## config.mk

```make
export PLATFORM = sky130hd
export DESIGN_NAME = wb_port_arbiter_flat
export DESIGN_NICKNAME = d
export VERILOG_FILES = /design/src/rtl/wb_port_arbiter_if.sv /design/src/rtl/wb_port_arbiter.sv /design/src/flat_wrapper.sv
export SDC_FILE = /design/constraint.sdc
export NUM_CORES = 1
export LEC_CHECK = 0
export BUFFER_PORTS_ARGS = -buffer_cell sky130_fd_sc_hd__buf_2
export CAP_MARGIN = 20
export CORE_MARGIN = 4
export CORE_UTILIZATION = 30
export CTS_CLUSTER_SIZE = 10
export DETAILED_ROUTE_END_ITERATION = 16
export PLACE_DENSITY_LB_ADDON = 0.25
export SLEW_MARGIN = 20
export SYNTH_ARGS = -nofsm -noshare
export SYNTH_HDL_FRONTEND = slang
export SYNTH_SLANG_ARGS = --single-unit
```

## constraint.sdc

```tcl
create_clock -name clock -period 3.06 [get_ports clock]
set_clock_uncertainty 0.15 [all_clocks]
set_input_delay 0.612 -clock clock [delete_from_list [all_inputs] [get_ports clock]]
set_output_delay 0.612 -clock clock [all_outputs]
set_load 0.005 [all_outputs]
```

## src/rtl/wb_port_arbiter_if.sv

```systemverilog
// Regfile write-port arbitration bus: ALU, rstatus exception and mult/div
// request sides plus the registered regfile write and stall outputs.
interface wb_port_arbiter_if;
  logic        alu_we;
  logic [4:0]  alu_rd;
  logic [31:0] alu_data;
  logic        exc_valid;
  logic [31:0] exc_code;
  logic        md_valid;
  logic        md_ready;
  logic [4:0]  md_rd;
  logic [31:0] md_data;
  logic        md_exc;
  logic        rf_we;
  logic [4:0]  rf_rd;
  logic [31:0] rf_data;
  logic        stall_req;

  modport master (
    output alu_we, alu_rd, alu_data, exc_valid, exc_code,
           md_valid, md_rd, md_data, md_exc,
    input  md_ready, rf_we, rf_rd, rf_data, stall_req
  );

  modport slave (
    input  alu_we, alu_rd, alu_data, exc_valid, exc_code,
           md_valid, md_rd, md_data, md_exc,
    output md_ready, rf_we, rf_rd, rf_data, stall_req
  );
endinterface

```

## src/rtl/wb_port_arbiter.sv

```systemverilog
// Regfile write-port arbiter: ALU > pending rstatus write > mult/div FIFO head.
// Optional WB_ARB_STATS_EN adds stat_starved / stat_md_drops counters.
module wb_port_arbiter #(
  parameter int unsigned DEPTH        = 2,
  parameter int unsigned STARVE_LIMIT = 4,
  parameter logic [31:0] MD_EXC_CODE  = 32'd4
) (
  input  logic              clock,
  input  logic              reset,
  wb_port_arbiter_if.slave  bus
`ifdef WB_ARB_STATS_EN
  ,
  output logic [15:0]       stat_starved,
  output logic [7:0]        stat_md_drops
`endif
);

  localparam int unsigned PW = $clog2(DEPTH);
  localparam int unsigned CW = $clog2(DEPTH) + 1;
  localparam logic [3:0]  LIMIT = 4'(STARVE_LIMIT);
  localparam logic [4:0]  RSTATUS = 5'd30;

  typedef struct packed {
    logic        exc;
    logic [4:0]  rd;
    logic [31:0] data;
  } md_entry_t;

  md_entry_t   fifo_mem [DEPTH];
  logic [PW-1:0] wr_ptr, rd_ptr;
  logic [CW-1:0] count;
  logic        exc_pend;
  logic [31:0] exc_code_q;
  logic [3:0]  starve_q;

  logic        alu_win, low_elig, exc_issue, md_issue, enq;
  md_entry_t   head;
  logic        nxt_we;
  logic [4:0]  nxt_rd;
  logic [31:0] nxt_data;
  logic [3:0]  starve_nxt;

  // Ready comes from the registered count only; a same-cycle pop does not help.
  assign bus.md_ready = !reset && (count < CW'(DEPTH));
  assign enq          = bus.md_valid && bus.md_ready;

  always_comb begin
    alu_win    = bus.alu_we && (bus.alu_rd != '0);
    low_elig   = exc_pend || (count != '0);
    exc_issue  = !alu_win && exc_pend;
    md_issue   = !alu_win && !exc_pend && (count != '0);
    head       = fifo_mem[rd_ptr];
    nxt_we     = 1'b0;
    nxt_rd     = '0;
    nxt_data   = '0;
    if (alu_win) begin
      nxt_we   = 1'b1;
      nxt_rd   = bus.alu_rd;
      nxt_data = bus.alu_data;
    end else if (exc_issue) begin
      nxt_we   = 1'b1;
      nxt_rd   = RSTATUS;
      nxt_data = exc_code_q;
    end else if (md_issue) begin
      if (head.exc) begin
        nxt_we   = 1'b1;
        nxt_rd   = RSTATUS;
        nxt_data = MD_EXC_CODE;
      end else begin
        nxt_we   = (head.rd != '0);
        nxt_rd   = head.rd;
        nxt_data = head.data;
      end
    end

    starve_nxt = starve_q;
    if (exc_issue || md_issue)
      starve_nxt = '0;
    else if (alu_win && low_elig && (starve_q != LIMIT))
      starve_nxt = starve_q + 4'd1;
  end

  always_ff @(posedge clock) begin
    if (enq)
      fifo_mem[wr_ptr] <= '{exc: bus.md_exc, rd: bus.md_rd, data: bus.md_data};
  end

  always_ff @(posedge clock) begin
    if (reset) begin
      bus.rf_we     <= 1'b0;
      bus.rf_rd     <= '0;
      bus.rf_data   <= '0;
      bus.stall_req <= 1'b0;
      wr_ptr        <= '0;
      rd_ptr        <= '0;
      count         <= '0;
      exc_pend      <= 1'b0;
      exc_code_q    <= '0;
      starve_q      <= '0;
    end else begin
      bus.rf_we     <= nxt_we;
      bus.rf_rd     <= nxt_rd;
      bus.rf_data   <= nxt_data;
      starve_q      <= starve_nxt;
      bus.stall_req <= (starve_nxt == LIMIT);

      // A new pulse always lands in the pending slot, even while the old one issues.
      if (bus.exc_valid) begin
        exc_pend   <= 1'b1;
        exc_code_q <= bus.exc_code;
      end else if (exc_issue) begin
        exc_pend   <= 1'b0;
      end

      if (enq)      wr_ptr <= wr_ptr + 1'b1;
      if (md_issue) rd_ptr <= rd_ptr + 1'b1;
      case ({enq, md_issue})
        2'b10:   count <= count + CW'(1);
        2'b01:   count <= count - CW'(1);
        default: count <= count;
      endcase
    end
  end

`ifdef WB_ARB_STATS_EN
  always_ff @(posedge clock) begin
    if (reset) begin
      stat_starved  <= '0;
      stat_md_drops <= '0;
    end else begin
      if (alu_win && low_elig && (stat_starved != '1))
        stat_starved <= stat_starved + 16'd1;
      if (md_issue && !head.exc && (head.rd == '0))
        stat_md_drops <= stat_md_drops + 8'd1;
    end
  end
`endif

endmodule

```

## src/flat_wrapper.sv

```systemverilog
// flat-port wrapper written by rule: the top's interface ports become plain ports
module wb_port_arbiter_flat 
#(
  parameter int unsigned DEPTH        = 2,
  parameter int unsigned STARVE_LIMIT = 4,
  parameter logic [31:0] MD_EXC_CODE  = 32'd4
)
  (clock, reset, bus_alu_we, bus_alu_rd, bus_alu_data, bus_exc_valid, bus_exc_code, bus_md_valid, bus_md_rd, bus_md_data, bus_md_exc, bus_md_ready, bus_rf_we, bus_rf_rd, bus_rf_data, bus_stall_req);
  wb_port_arbiter_if bus_i ();
  input  logic clock;
  input  logic reset;
  input wire logic [$bits(bus_i.alu_we)-1:0] bus_alu_we;
  input wire logic [$bits(bus_i.alu_rd)-1:0] bus_alu_rd;
  input wire logic [$bits(bus_i.alu_data)-1:0] bus_alu_data;
  input wire logic [$bits(bus_i.exc_valid)-1:0] bus_exc_valid;
  input wire logic [$bits(bus_i.exc_code)-1:0] bus_exc_code;
  input wire logic [$bits(bus_i.md_valid)-1:0] bus_md_valid;
  input wire logic [$bits(bus_i.md_rd)-1:0] bus_md_rd;
  input wire logic [$bits(bus_i.md_data)-1:0] bus_md_data;
  input wire logic [$bits(bus_i.md_exc)-1:0] bus_md_exc;
  output wire logic [$bits(bus_i.md_ready)-1:0] bus_md_ready;
  output wire logic [$bits(bus_i.rf_we)-1:0] bus_rf_we;
  output wire logic [$bits(bus_i.rf_rd)-1:0] bus_rf_rd;
  output wire logic [$bits(bus_i.rf_data)-1:0] bus_rf_data;
  output wire logic [$bits(bus_i.stall_req)-1:0] bus_stall_req;
  assign bus_i.alu_we = bus_alu_we;
  assign bus_i.alu_rd = bus_alu_rd;
  assign bus_i.alu_data = bus_alu_data;
  assign bus_i.exc_valid = bus_exc_valid;
  assign bus_i.exc_code = bus_exc_code;
  assign bus_i.md_valid = bus_md_valid;
  assign bus_i.md_rd = bus_md_rd;
  assign bus_i.md_data = bus_md_data;
  assign bus_i.md_exc = bus_md_exc;
  assign bus_md_ready = bus_i.md_ready;
  assign bus_rf_we = bus_i.rf_we;
  assign bus_rf_rd = bus_i.rf_rd;
  assign bus_rf_data = bus_i.rf_data;
  assign bus_stall_req = bus_i.stall_req;
  wb_port_arbiter #(.DEPTH(DEPTH), .STARVE_LIMIT(STARVE_LIMIT), .MD_EXC_CODE(MD_EXC_CODE)) u_core (.clock(clock), .reset(reset), .bus(bus_i));
endmodule
```

==> qor.csv, run 1 <==
stage;metric;value;unit
outcome;status;finished, final reports clean;
layout;layout.cells.non_filler;927;
sta;slew_headroom;0.558;
detailed_routing;drtIter0Drc;170;
global_route;overflow;0;
detailed_routing;drc;0;
sta;finalSetupTns;0;ns
global_route;busiest_layer;met2;
power_and_ir_drop;switching_share;0.248;
power_and_ir_drop;p_switching;0.00130;W
placement;portBuffers;151;
run;drv_cap;0;
sta;grt_setup_unrepaired;no;
global_route;grt_pass1_wl;24000;um
critical_path;end_kind;register;
power_and_ir_drop;power_density;674;nW/um^2
sta;tightest_slew;0.662;ns
yosys;synth_ff_type;dfxtp_1;
power_and_ir_drop;pwr-share-seq;0.460;
yosys;ys_seq_elements;157;
critical_path;crit_type;primary input to register;
sta;fin_crit;2.43;ns
sta;whs;0.240;ns
global_route;met2_usage;0.215;
yosys;yosys.area.top_type;edfxtp_1;
power_and_ir_drop;p_leak;3.13;nW
yosys;synth_cells;494;
layout;diodes;0;
global_route;antenna_found_initial;2;
layout;drive_above_1_share;0.356;
floorplanning;rows;52;
yosys;async_flop_share;0;
sta;fmax;0.411;GHz
critical_path;cp.required;3.24;ns
detailed_routing;wl_per_cell;16.0;um
clocking;cts_hold_buf;0;
clocking;clk_latency;0.40;ns
floorplanning;die-area;23100;um^2
hold_path;hold_class;primary input to register;
sta;finalMaxSlewViolations;0;
clocking;cts_buffers;17;
detailed_routing;ant_nets;0;
detailed_routing;drtPass1Iterations;5;
sta;hold_violations;0;
critical_path;rr_worst_depth;4;
power_and_ir_drop;p_comb_frac;0.136;
clocking;cts_max_level;4;
global_route;grt_pass1_vias;4481;
detailed_routing;drt-total-wl;14900;um
global_route;use_met1;0.163;
global_route;grt_max_degree;44;
placement;gp_congestion;0.739;
yosys;netlist_area;6230;um^2
floorplanning;initial_core_util;0.307;
yosys;ys_warn_count;0;
floorplanning;core-area;20300;um^2
critical_path;crit_path_max_fanout;7;
yosys;synth_nets;609;
placement;dp_hpwl;10200;um
clocking;cts.repair.resized;0;
yosys;synth_top_area_share;0.366;
global_route;grt_usage;0.130;
sta;min_period_over_period;0.795;
clocking;post_cts_buffers;0;
detailed_routing;num_vias;4193;
yosys;ys_seq_area_frac;0.627;
clocking;cts_buffer_depth;2;
yosys;synth_edf_count;76;
clocking;cts_num_sinks;157;
clocking;cts_root_buffer;clkbuf_16;
placement;dp_cells;895;
critical_path;arrival;2.61;ns
critical_path;cp-start-kind;primary input;
floorplanning;ios;152;
detailed_routing;drt-vias-per-instance;4.52;
hold_path;worstHoldPathCells;1;
clocking;cts_tree;built;
power_and_ir_drop;power_frac_clock;0.404;
floorplanning;dieWidth;152;um
yosys;ys_types;42;
clocking;cts.clk_slew.worst_paths;0.06;ns
floorplanning;fp.dieH;152;um
power_and_ir_drop;max-vdd-ir-drop;0.000338;V
yosys;synthTopCellsByArea;edfxtp_1 37%, dfxtp_1 26%, mux2i_1 10%, o211ai_2 6.0%, nor2_1 4.9%;
global_route;global_route.usage.met3;0.0424;
yosys;syn_area_per_cell;12.6;um^2
layout;nets;759;
layout;syn_to_final_growth;25.4;%
power_and_ir_drop;internal_power;0.00396;W
sta;setup_viol;0;
==> cell type report <==
type                            count  area, um^2
Clock buffer                       27         577
Sequential cell                   157        3910
Timing Repair Buffer              164         878
Clock inverter                      5        38.8
Fill cell                        2005       12500
Tap cell                          270         338
Inverter                            4        15.0
Multi-Input combinational cell    300        2060
==> worst max-delay path, stage by stage <==
cell and delay [ns]:
buf_2 0.11, or4_4 0.57, o21a_4 0.25, nor3_4 0.23, ha_1 0.30, or3_1 0.37, a21oi_1 0.16
==> routing by layer <==
layer,routed length [um],part of all wire
met5,21,0.0014
met4,146,0.0098
met3,860,0.058
met2,7110,0.48
met1,6730,0.45
==> registers in the layout (all words and copies together) (netlist names), named ones only <==
| name | cells |
|---|---|
| u_core.bus.rf_data | 32 |
| u_core.fifo_mem | 76 |
| u_core.rd_ptr | 1 |
| u_core.bus.rf_we | 1 |
| u_core.bus.stall_req | 1 |
| u_core.exc_pend | 1 |
| u_core.starve_q | 4 |
| u_core.count | 2 |
| u_core.bus.rf_rd | 5 |
| u_core.exc_code_q | 32 |
| u_core.wr_ptr | 1 |
==> Yosys cell counts (4+ instances only) <==
| cell | n |
|---|---|
| o21ai_0 | 6 |
| edfxtp_1 | 76 |
| buf_2 | 5 |
| nand2_1 | 36 |
| a21oi_1 | 4 |
| dfxtp_1 | 81 |
| o22ai_1 | 11 |
| inv_1 | 4 |
| nor3_1 | 5 |
| buf_6 | 6 |
| o211ai_2 | 30 |
| clkbuf_8 | 4 |
| nor2_1 | 82 |
| clkbuf_1 | 11 |
| o21ai_1 | 32 |
| mux2i_1 | 63 |
==> worst paths after layout <==
path | start | endpoint | slack [ns]
max reg2reg | u_core.exc_pend$_SDFFE_PP0P_ | u_core.bus.stall_req$_SDFF_PP0_ | 1.00
max | bus_alu_rd[3] | u_core.count[1]$_SDFFE_PP0P_ | 0.63
min | bus_md_data[14] | u_core.fifo_mem[0][14]$_DFFE_PP_ | 0.24
min reg2reg | u_core.exc_code_q[15]$_SDFFE_PP0P_ | u_core.exc_code_q[15]$_SDFFE_PP0P_ | 0.34
==> placed cells by master (no fill, tap or decap), types with 2 or more instances in the layout <==
cell type / synthesis / final
buf_2: 5 / 151
nor2_1: 82 / 81
dfxtp_1: 81 / 79
edfxtp_1: 76 / 76
mux2i_1: 63 / 63
nand2_1: 36 / 36
o21ai_1: 32 / 32
o211ai_2: 30 / 30
clkbuf_16: 0 / 20
o22ai_1: 11 / 11
buf_4: 3 / 11
o21ai_0: 6 / 6
nor3_1: 5 / 5
clkbuf_8: 4 / 5
inv_1: 4 / 4
a21oi_1: 4 / 4
xnor2_1: 3 / 3
ha_1: 3 / 3
nor2b_1: 2 / 2
a21o_1: 2 / 2
xor2_1: 2 / 2
nor4_1: 2 / 2
dfxtp_2: 0 / 2
clkinv_4: 0 / 2
clkbuf_1: 11 / 2
buf_12: 0 / 2
==> metrics by stage <==
stage	utilization	power, W	setup WS, ns	instance area [um^2]
global placement	0.354	0.00316	0.270	7190
finish	0.385	0.00526	0.627	7810
floorplan	-	0.00296	0.414	6230
detailed placement	0.354	0.00319	0.248	7190
global route	0.385	0.00550	0.564	7810
CTS	0.385	0.00533	0.655	7810
==> power groups by stage <==
stage / clock network (W) / logic, W / registers [W]
finish: 0.00213 / 0.000716 / 0.00242
global route: 0.00227 / 0.000798 / 0.00243
CTS: 0.00218 / 0.000730 / 0.00242
detailed placement: 0 / 0.000726 / 0.00246
global placement: 0 / 0.000706 / 0.00246
floorplan: 0 / 0.000508 / 0.00245
==> cells by family (layout without fill, tap and decap cells) <==
group,count (synthesis),in the layout,synth area share
DFF,157,157,0.627
and+or+nand+nor,136,136,0.0910
AOI/OAI and AO/OA,93,93,0.123
muxes,63,63,0.101
buffers and inverters,37,200,0.0444
xor gates and xnor gates,5,5,0.00703
adders and majority gates,3,3,0.00603
No activity file was read; power rests on OpenSTA's default activity.
==> run 2: changes to the inputs <==
==> constraint.sdc (replaced) <==
create_clock -name clock -period 2.11 [get_ports clock]
set_clock_uncertainty 0.15 [all_clocks]
set_input_delay 0.422 -clock clock [delete_from_list [all_inputs] [get_ports clock]]
set_output_delay 0.422 -clock clock [all_outputs]
set_load 0.005 [all_outputs]
==> qor.csv, run 2 (synthesized netlist as in run 1, its figures left out) <==
stage;metric;value;unit
placement;dp_hpwl;10300;um
sta;slew_headroom;0.590;
layout;layout_commonest_cell;buf_2;
floorplanning;dieWidth;152;um
sta;finalMaxSlewViolations;0;
layout;drive_above_1_share;0.369;
global_route;grt_pass1_wl;24000;um
placement;gp_congestion;0.744;
floorplanning;rows;52;
clocking;cts_root_buffer;clkbuf_16;
clocking;cts_num_sinks;157;
critical_path;crit_path_max_fanout;3;
critical_path;critPathLaunch;bus_alu_rd[3];
clocking;cts_buffers;17;
critical_path;slowest_stage;or4_4;
global_route;grt_usage;0.131;
critical_path;end_kind;register;
floorplanning;core-area;20300;um^2
sta;tightest_slew;0.610;ns
sta;hold_violations;0;
detailed_routing;wl_per_cell;16.5;um
critical_path;worstPathCellList;buf_2 > or4_4 > o21a_4 > nor3_4 > ha_4 > or3_1 > a21oi_1;
floorplanning;die-area;23100;um^2
clocking;cts_tree;built;
outcome;status;finished, final reports clean;
global_route;antenna_found_initial;2;
layout;largest_reg_flops;76;
sta;final_critical_path_setup_slack;0.0545;ns
power_and_ir_drop;max-vdd-ir-drop;0.000470;V
placement;portBuffers;151;
sta;fin_crit;2.06;ns
detailed_routing;drt-vias-per-instance;4.54;
power_and_ir_drop;p_leak;3.19;nW
power_and_ir_drop;power_density;967;nW/um^2
detailed_routing;drtPass1Iterations;4;
critical_path;crit_family;simple AND/OR/NAND/NOR gates;
placement;dp_slack;-0.348;ns
layout;final_util;0.392;
critical_path;crit_buf_inv;1;
sta;grt_setup_unrepaired;no;
global_route;overflow;0;
layout;largest-register;u_core.fifo_mem;
floorplanning;initial_core_util;0.307;
floorplanning;ios;152;
sta;setup_viol;0;
critical_path;cp-start-kind;primary input;
sta;fmax;0.486;GHz
placement;placed_cell_area;7350;um^2
detailed_routing;num_vias;4271;
run;drv_cap;0;
critical_path;crit_type;primary input to register;
clocking;cts_hold_buf;0;
global_route;grt_pass1_vias;4588;
detailed_routing;drt-total-wl;15500;um
critical_path;cpPeakStageDelay;0.54;ns
critical_path;cp.required;2.30;ns
clocking;cts_max_level;4;
layout;syn_to_final_growth;27.8;%
layout;nets;773;
hold_path;min_from;bus_md_data[23];
detailed_routing;drtIter0Drc;152;
clocking;cts.clk_slew.worst_paths;0.06;ns
sta;min_period_over_period;0.974;
critical_path;arrival;2.25;ns
critical_path;timing.rr.start;u_core.fifo_mem[1][37]$_DFFE_PP_;
hold_path;hold_class;primary input to register;
floorplanning;fp.dieH;152;um
detailed_routing;drc;0;
clocking;post_cts_buffers;0;
layout;final_cell_mix;151 x buf_2, 81 x nor2_1, 79 x dfxtp_1;
clocking;cts_buffer_depth;2;
layout;reg_top3;u_core.fifo_mem x76, u_core.bus.rf_data x32, u_core.exc_code_q x32;
layout;final_cell_area;7960;um^2
clocking;clk_latency;0.41;ns
clocking;cts.repair.resized;0;
detailed_routing;ant_nets;0;
global_route;grt_max_degree;54;
-- run 2: final cells by class --
| cell class | count | area (um^2) |
|---|---|---|
| clock buffers | 22 | 454 |
| diodes | 1 | 2.50 |
| well taps | 270 | 338 |
| multi-input cells | 301 | 2080 |
| repair buffers | 177 | 1030 |
| clock inverters | 9 | 136 |
| flip-flops and latches | 157 | 3910 |
| fillers | 1997 | 12300 |
| inverters | 4 | 15.0 |
-- run 2: power by group --
group / internal [W] / leakage [nW] / total (W) / switching [W]
combinational: 0.000490 / 1.54 / 0.00112 / 0.000628
sequential: 0.00341 / 1.37 / 0.00350 / 0.0000931
clock: 0.00189 / 0.281 / 0.00307 / 0.00118
-- run 2: final timing paths --
check             slack, ns                            endpoint  cells after the start
setup / recovery       0.05        u_core.count[1]$_SDFFE_PP0P_                      7
hold reg to reg        0.35  u_core.exc_code_q[24]$_SDFFE_PP0P_                      2
setup reg to reg       0.10    u_core.bus.rf_data[0]$_SDFF_PP0_                      5
hold / removal         0.04    u_core.fifo_mem[1][23]$_DFFE_PP_                      1
-- run 2: metal layers --
layer	vias to the layer above	part of all wire	track usage
met5	-	0.00084	0
met4	2	0.024	0.0604
met3	27	0.049	0.0364
met2	116	0.48	0.216
met1	2016	0.45	0.158
li1	2110	-	-
-- run 2: per-stage QoR --
stage / power (W) / TNS [ns] / std cells / hold slack [ns]
2_1_floorplan: 0.00430 / -0.265 / 494 / 0.310
3_3_place_gp: 0.00464 / -4.19 / 908 / 0.327
3_5_place_dp: 0.00467 / -5.44 / 908 / 0.334
4_1_cts: 0.00779 / 0 / 939 / 0.0182
5_1_grt: 0.00806 / 0 / 941 / 0.0231
6_report: 0.00769 / 0 / 941 / 0.0441
==> run 3: changes to the inputs <==
--- a/config.mk
+++ b/config.mk
@@ -8,7 +8,7 @@
 export BUFFER_PORTS_ARGS = -buffer_cell sky130_fd_sc_hd__buf_2
 export CAP_MARGIN = 20
 export CORE_MARGIN = 4
-export CORE_UTILIZATION = 30
+export CORE_UTILIZATION = 53
 export CTS_CLUSTER_SIZE = 10
 export DETAILED_ROUTE_END_ITERATION = 16
 export PLACE_DENSITY_LB_ADDON = 0.25
==> constraint.sdc (replaced) <==
create_clock -name clock -period 2.1 [get_ports clock]
set_clock_uncertainty 0.15 [all_clocks]
set_input_delay 0.42 -clock clock [delete_from_list [all_inputs] [get_ports clock]]
set_output_delay 0.42 -clock clock [all_outputs]
set_load 0.005 [all_outputs]
==> qor.csv, run 3 (synthesized netlist as in run 1, its figures left out) <==
stage;metric;value;unit
layout;final_util;0.678;
critical_path;r2r-end;u_core.bus.stall_req$_SDFF_PP0_;
floorplanning;core-area;11500;um^2
global_route;global_route.usage.met3;0.0503;
detailed_routing;drc;0;
global_route;busiest_layer;met2;
critical_path;crit_type;primary input to register;
global_route;grt_pass1_vias;4466;
critical_path;cpPeakStageDelay;0.53;ns
sta;tightest_slew;0.594;ns
clocking;cts_buffer_depth;2;
layout;diodes;0;
global_route;met2_usage;0.360;
sta;final_critical_path_setup_slack;0.119;ns
sta;slew_headroom;0.604;
critical_path;crit_buf_inv;1;
placement;dp_cells;782;
critical_path;worstPathCellList;buf_2 > or4_4 > o21a_4 > nor3_4 > ha_4 > or3_1 > a21oi_1;
global_route;grt_usage;0.209;
clocking;cts.clk_slew.worst_paths;0.06;ns
sta;fin_crit;1.98;ns
clocking;post_cts_buffers;0;
layout;layout_commonest_cell;buf_2;
placement;dp_hpwl;8930;um
floorplanning;ios;152;
layout;nets;774;
clocking;cts_root_buffer;clkbuf_16;
critical_path;cp-start-kind;primary input;
critical_path;crit_cells;7;
sta;fmax;0.505;GHz
placement;portBuffers;151;
sta;grt_setup_unrepaired;no;
critical_path;slowest_stage;or4_4;
critical_path;arrival;2.18;ns
power_and_ir_drop;power_density;978;nW/um^2
clocking;clk_latency;0.42;ns
critical_path;end_kind;register;
sta;whs;0.0353;ns
layout;largest-register;u_core.fifo_mem;
layout;syn_to_final_growth;24.9;%
clocking;cts_num_sinks;157;
global_route;antenna_found_initial;0;
hold_path;worstHoldPathCells;1;
global_route;overflow;0;
sta;min_period_over_period;0.943;
detailed_routing;drtIter0Drc;323;
detailed_routing;num_vias;4341;
critical_path;crit_path_max_fanout;2;
detailed_routing;ant_nets;0;
floorplanning;die-area;13500;um^2
power_and_ir_drop;power;0.00761;W
sta;setup_viol;0;
placement;gp_congestion;0.815;
critical_path;crit_family;simple AND/OR/NAND/NOR gates;
global_route;grt_max_degree;59;
outcome;status;finished, final reports clean;
floorplanning;fp.dieH;116;um
floorplanning;initial_core_util;0.543;
power_and_ir_drop;p_leak;3.19;nW
sta;hold_violations;0;
clocking;cts_buffers;17;
floorplanning;rows;39;
clocking;cts_max_level;4;
global_route;grt_pass1_wl;21500;um
critical_path;rr_worst_depth;6;
run;drv_cap;0;
sta;finalMaxSlewViolations;0;
hold_path;hold_class;primary input to register;
layout;largest_reg_flops;76;
power_and_ir_drop;max-vdd-ir-drop;0.000568;V
critical_path;critPathLaunch;bus_alu_rd[3];
detailed_routing;drt-total-wl;14000;um
clocking;cts_tree;built;
critical_path;cp.required;2.30;ns
clocking;cts_hold_buf;0;
placement;dp_slack;-0.353;ns
layout;drive_above_1_share;0.363;
global_route;use_met1;0.253;
layout;final_cell_mix;151 x buf_2, 81 x nor2_1, 79 x dfxtp_1;
critical_path;r2r_slack;0.12;ns
detailed_routing;drtPass1Iterations;5;
critical_path;timing.rr.start;u_core.starve_q[0]$_SDFF_PP0_;
detailed_routing;wl_per_cell;17.2;um
critical_path;endpoint;u_core.count[1]$_SDFFE_PP0P_;
layout;layout.cells.non_filler;815;
layout;reg_top3;u_core.fifo_mem x76, u_core.bus.rf_data x32, u_core.exc_code_q x32;
detailed_routing;drt-vias-per-instance;5.33;
floorplanning;dieWidth;116;um
[run 3: cell types whose count changed in the layout (fill, tap and decap cells not counted), moves of 2 or more]
cell and delta:
buf_4 +2, clkbuf_1 +2, clkinv_4 -2, clkinv_1 +3
[run 3: what timing repair did]
action                                  in CTS  in global routing
resized for setup                            0                  3
endpoints found under the setup margin       0                 10
endpoints found under the hold margin        0                  0
[run 3: how the worst min path moves through the flow]
stage / to / slack, ns / from
after floorplan: u_core.exc_code_q[26]$_SDFFE_PP0P_ / 0.31 / u_core.exc_code_q[26]$_SDFFE_PP0P_
after global placement: u_core.exc_code_q[31]$_SDFFE_PP0P_ / 0.32 / u_core.exc_code_q[31]$_SDFFE_PP0P_
after detailed placement: u_core.exc_code_q[6]$_SDFFE_PP0P_ / 0.33 / u_core.exc_code_q[6]$_SDFFE_PP0P_
after CTS: u_core.fifo_mem[1][36]$_DFFE_PP_ / 0.03 / bus_md_rd[4]
after global routing: u_core.fifo_mem[0][30]$_DFFE_PP_ / 0.02 / bus_md_data[30]
final: u_core.fifo_mem[0][30]$_DFFE_PP_ / 0.04 / bus_md_data[30]
[run 3: through the flow]
stage	TNS (ns)	instance area [um^2]
2_1_floorplan	-0.281	6250
3_3_place_gp	-4.16	7190
3_5_place_dp	-4.80	7190
4_1_cts	0	7760
5_1_grt	0	7780
6_report	0	7780
[run 3: per-layer routing]
metal,vias up,wire length [um]
met5,-,0
met3,16,798
li1,2109,-
met4,0,173
met2,144,7230
met1,2072,5800
[run 3: worst reg2reg max path, delay by kind of cell, from the launching register on]
family          cells  cell delay, ns
compound gates      2            0.63
fa+ha+maj           1            0.21
buf+inv             1            0.10
flops               1            0.43
simple gates        2            0.42
[run 3: layout make-up]
class | count | area (um^2)
Tap cell | 143 | 179
Multi-Input combinational cell | 301 | 2090
Clock buffer | 23 | 448
Clock inverter | 9 | 119
Fill cell | 830 | 3690
Sequential cell | 157 | 3910
Timing Repair Buffer | 178 | 1020
Inverter | 4 | 15.0
[run 3: power by group]
| group | switching (W) | internal (W) | leakage (nW) |
|---|---|---|---|
| Clock | 0.00111 | 0.00185 | 0.272 |
| Sequential | 0.0000993 | 0.00343 | 1.37 |
| Combinational | 0.000625 | 0.000496 | 1.55 |
| Total | 0.00184 | 0.00578 | 3.19 |
